[config.mk]
export PLATFORM = sky130hd
export DESIGN_NAME = rom_reader
export DESIGN_NICKNAME = d
export VERILOG_FILES = /design/src/rtl/rom_reader.sv
export SDC_FILE = /design/constraint.sdc
export NUM_CORES = 1
export LEC_CHECK = 0
export CAP_MARGIN = 20
export CORE_ASPECT_RATIO = 1.75
export CORE_MARGIN = 2
export CORE_UTILIZATION = 40
export CTS_BUF_LIST = sky130_fd_sc_hd__clkbuf_4
export DETAILED_ROUTE_END_ITERATION = 6
export GPL_ROUTABILITY_DRIVEN = 1
export GPL_TIMING_DRIVEN = 1
export PLACE_DENSITY = 0.7
export SYNTH_ARGS = -nofsm -noshare
export SYNTH_HDL_FRONTEND = slang
export SYNTH_SLANG_ARGS = --single-unit
[constraint.sdc]
create_clock -name clk -period 4.75 [get_ports clk]
set_input_delay 1.425 -clock clk [delete_from_list [all_inputs] [get_ports clk]]
set_output_delay 1.425 -clock clk [all_outputs]
set_load 0.02 [all_outputs]
[src/rtl/rom_reader.sv]
// Burst reader: fetches a run of consecutive words from a registered-output ROM
// and presents them one at a time on a valid/ready stream.
module rom_reader #(
    parameter int ADDR_W = 4,
    parameter int DATA_W = 4
) (
    input  logic              clk,
    input  logic              rst,
    input  logic              start,
    input  logic [ADDR_W-1:0] base_addr,
    input  logic [ADDR_W:0]   length,
    input  logic              abort,
    output logic              rom_en,
    output logic [ADDR_W-1:0] rom_addr,
    input  logic [DATA_W-1:0] rom_data,
    output logic              out_valid,
    input  logic              out_ready,
    output logic [DATA_W-1:0] out_data,
    output logic              out_last,
    output logic              busy,
    output logic              done
);

    typedef enum logic [2:0] {
        IDLE,
        ISSUE,
        LATCH,
        OUT,
        DONE
    } state_t;

    localparam logic [ADDR_W:0] DEPTH = {1'b1, {ADDR_W{1'b0}}};
    localparam logic [ADDR_W:0] ONE   = {{ADDR_W{1'b0}}, 1'b1};

    state_t            state, state_next;
    logic [ADDR_W-1:0] ptr, ptr_next;
    logic [ADDR_W:0]   rem, rem_next;
    logic [ADDR_W:0]   len_clamped;
    logic              out_valid_next;
    logic              out_last_next;
    logic [DATA_W-1:0] out_data_next;
    logic              handshake;

    always_ff @(posedge clk) begin
        if (rst) begin
            state     <= IDLE;
            ptr       <= '0;
            rem       <= '0;
            out_valid <= 1'b0;
            out_last  <= 1'b0;
            out_data  <= '0;
        end else begin
            state     <= state_next;
            ptr       <= ptr_next;
            rem       <= rem_next;
            out_valid <= out_valid_next;
            out_last  <= out_last_next;
            out_data  <= out_data_next;
        end
    end

    // A burst longer than the ROM is clamped to one full pass over it.
    always_comb begin
        state_next     = state;
        ptr_next       = ptr;
        rem_next       = rem;
        out_valid_next = out_valid;
        out_last_next  = out_last;
        out_data_next  = out_data;
        len_clamped    = (length > DEPTH) ? DEPTH : length;
        handshake      = out_valid && out_ready;

        case (state)
            IDLE: begin
                if (start && !abort) begin
                    ptr_next   = base_addr;
                    rem_next   = len_clamped;
                    state_next = (len_clamped == '0) ? DONE : ISSUE;
                end
            end
            ISSUE: begin
                state_next = LATCH;
            end
            LATCH: begin
                out_data_next  = rom_data;
                out_valid_next = 1'b1;
                out_last_next  = (rem == ONE);
                state_next     = OUT;
            end
            OUT: begin
                if (handshake) begin
                    out_valid_next = 1'b0;
                    out_last_next  = 1'b0;
                    if (rem == ONE) begin
                        state_next = DONE;
                    end else begin
                        ptr_next   = ptr + 1'b1;
                        rem_next   = rem - ONE;
                        state_next = ISSUE;
                    end
                end
            end
            DONE: begin
                state_next = IDLE;
            end
            default: begin
                state_next = IDLE;
            end
        endcase

        // Abort drops whatever word is pending and skips the done pulse.
        if (abort && state != IDLE) begin
            state_next     = IDLE;
            out_valid_next = 1'b0;
            out_last_next  = 1'b0;
        end
    end

    assign rom_en   = (state == ISSUE);
    assign rom_addr = ptr;
    assign busy     = (state != IDLE);
    assign done     = (state == DONE);

endmodule

==> out/results.ini <==
[clock_network]
cts_hold_buffers = 0
clock_latency_ns = 0.30
postCtsSetupRepairBufs = 0
cts_buffers = 3
clkSinkCount = 18
cts_tree = yes
root_buffer = clkbuf_4
cts_buffer_depth = 2
path_clk_slew_ns = 0.11
postCtsResizedCells = 0
htree_levels = 1

[timing]
fin_skew_ns = 0.00383
setup-tns-final_ns = 0
rsz0062_at_grt = no
relSlewSlack_pct = 62.5
finalMaxSlewViolations = 0
setup_violations = 0
fmax_ghz = 0.308
final_hold_viol_count = 0
worstMarginPinSlew_ns = 0.560
min_period_ns = 3.25
fin_crit_sh_pct = 68.4

[floorplanning]
dieWidth_um = 42.5
coreArea_um2 = 2490
dieHeight_um = 71.4
io_pins = 31
initial_core_util_pct = 41.7
die-area_um2 = 3040
rows = 24

[worst_hold_path]
hp-class = reg -> reg

[global_routing]
antenna_found_initial = 0
grt_pass1_vias = 1069
top_usage_layer = met2
use_met3_pct = 2.27
grt_max_degree = 17
grt_pass1_wl_mm = 4.79
grt.overflow.total = 0
use_met2_pct = 38.8
grtUsageTotal_pct = 20.2
met1_usage_pct = 20.5

[logic_synthesis]
ys_seq_area_share_pct = 34.7
post_synth_num_cell_types = 38
synth_seq_cells = 18
synth_ff_type = dfxtp_1
yosys.area_share.xor_xnor_pct = 0
synth-edff-count = 0
synth_top_family_by_area = simple AND/OR/NAND/NOR gates
synth_compound_area_share_pct = 26.4
synth_nets = 146
synthArstFlopShare_pct = 0
syn_avg_cell_area_um2 = 8.32
netlist_area_um2 = 1040
ys_warn_count = 0
synth_mux_area_share_pct = 3.85
synth_cells = 125
yosys.area_share.simple_pct = 26.6
synth_adder_area_share_pct = 3.61

[layout]
fin_nets = 176
drive_above_1_share_pct = 5.84
most-common-layout-cells = clkdlybuf4s50_1, dfxtp_1, nor2_1
final_common_cell = clkdlybuf4s50_1
register_area_um2 = 360
design_area_um2 = 1380
n_fill_cell = 257
multi_input_area_um2 = 628
diodes = 0
area_delta_synth_final_pct = 32.5

[placed_design]
dp_hpwl_mm = 2.23
dpl_cell_area_um2 = 1350
port_buffers = 30
gp_congestion = 0.831

[routing]
vias = 1061
ant_nets = 0
drt-pass1-iter-count = 4
drt-initial-drc-count = 39
wl_per_cell_um = 15.9
viasPerCell = 5.89
post-route-drc-count = 0
totalWireLength_mm = 2.86

[power]
leakage_nw = 0.493
vdd_drop_max_uv = 136
power.density_nw_per_um2 = 224

[setup_path]
crit_arrival_ns = 1.82
startpoint_type = flip-flop
critPathCaptureType = output port
setup.worst_path.class = reg -> out
worstPathMaxFanout = 15
worstPathRequired_ns = 3.32

[job]
maxCapViolCount = 0

[status]
outcome = completed

layer usage:
layer,part of all wire (%),up-vias
li1,-,525
met1,38,490
met2,56,40
met3,4.3,6
met4,1.7,0
met5,0,-
registers in the layout, indices dropped and copies added (netlist names):
register	flops
state	3
out_valid	1
out_data	4
rem	5
out_last	1
rom_addr	4
synth_stat cells (2+ instances only):
| master | number | area share (%) |
|---|---|---|
| a21o_1 | 3 | 2.2 |
| a21oi_1 | 11 | 5.3 |
| o22ai_1 | 2 | 1.2 |
| nor3b_1 | 3 | 2.2 |
| nor3_1 | 7 | 3.4 |
| nand2_1 | 6 | 2.2 |
| ha_1 | 3 | 3.6 |
| nor2_1 | 12 | 4.3 |
| nand3b_1 | 2 | 1.4 |
| a22o_1 | 2 | 1.7 |
| a311oi_1 | 4 | 3.4 |
| clkbuf_1 | 3 | 1.1 |
| inv_1 | 8 | 2.9 |
| o211ai_1 | 4 | 2.9 |
| nor4_1 | 2 | 1.2 |
| o21ai_0 | 8 | 3.9 |
| nand2b_1 | 3 | 1.8 |
| mux2i_1 | 4 | 3.9 |
| dfxtp_1 | 18 | 35 |
| buf_2 | 2 | 0.96 |
layout make-up:
class | count | share of cell area [%]
inverters | 8 | 2.18
multi-input cells | 94 | 45.6
repair buffers | 30 | 21.8
flip-flops and latches | 18 | 26.2
well taps | 26 | 2.36
clock inverters | 1 | 0.272
clock buffers | 3 | 1.63
final timing paths:
| check | startpoint | to | slack, ns | cells past startpoint |
|---|---|---|---|---|
| hold / removal | out_data[1]$_SDFFE_PP0P_ | out_data[1]$_SDFFE_PP0P_ | 0.51 | 2 |
| setup / recovery | state[0]$_SDFFE_PP0P_ | rom_en | 1.50 | 2 |
| setup reg to reg | state[1]$_SDFFE_PP0P_ | rem[3]$_SDFFE_PP0P_ | 2.68 | 4 |
| hold reg to reg | out_data[1]$_SDFFE_PP0P_ | out_data[1]$_SDFFE_PP0P_ | 0.51 | 2 |
kinds of logic (layout without fill, tap and decap cells):
family                   after synthesis  count (layout)
AND/OR/NAND/NOR                       47              47
adder cells (fa/ha/maj)                3               3
multiplexers                           4               4
buffers and inverters                 13              42
flip-flops                            18              18
AO/OA/AOI/OAI                         40              40
worst max-delay path, stage by stage (launching register included):
cell,delay [ns]
dfxtp_1,0.64
nor3b_1,0.25
clkdlybuf4s50_1,0.64
metrics by stage:
stage,total power [mW],instances,hold WS [ns],util [%],setup WS (ns)
global route,0.321,180,0.525,55.3,1.40
detailed placement,0.230,176,0.490,54.2,1.77
CTS,0.310,180,0.518,55.3,1.50
finish,0.309,180,0.512,55.3,1.50
floorplan,0.199,125,0.486,-,2.13
global placement,0.229,176,0.475,54.2,1.77
where the power goes:
group	leakage, nW	total [mW]	switching (mW)	internal, mW
clock network	0.0154	0.0827	0.0521	0.0307
registers	0.146	0.164	0.00771	0.156
logic	0.331	0.0623	0.0293	0.0330
total	0.493	0.309	0.0891	0.220
No activity file was read; power rests on OpenSTA's default activity.
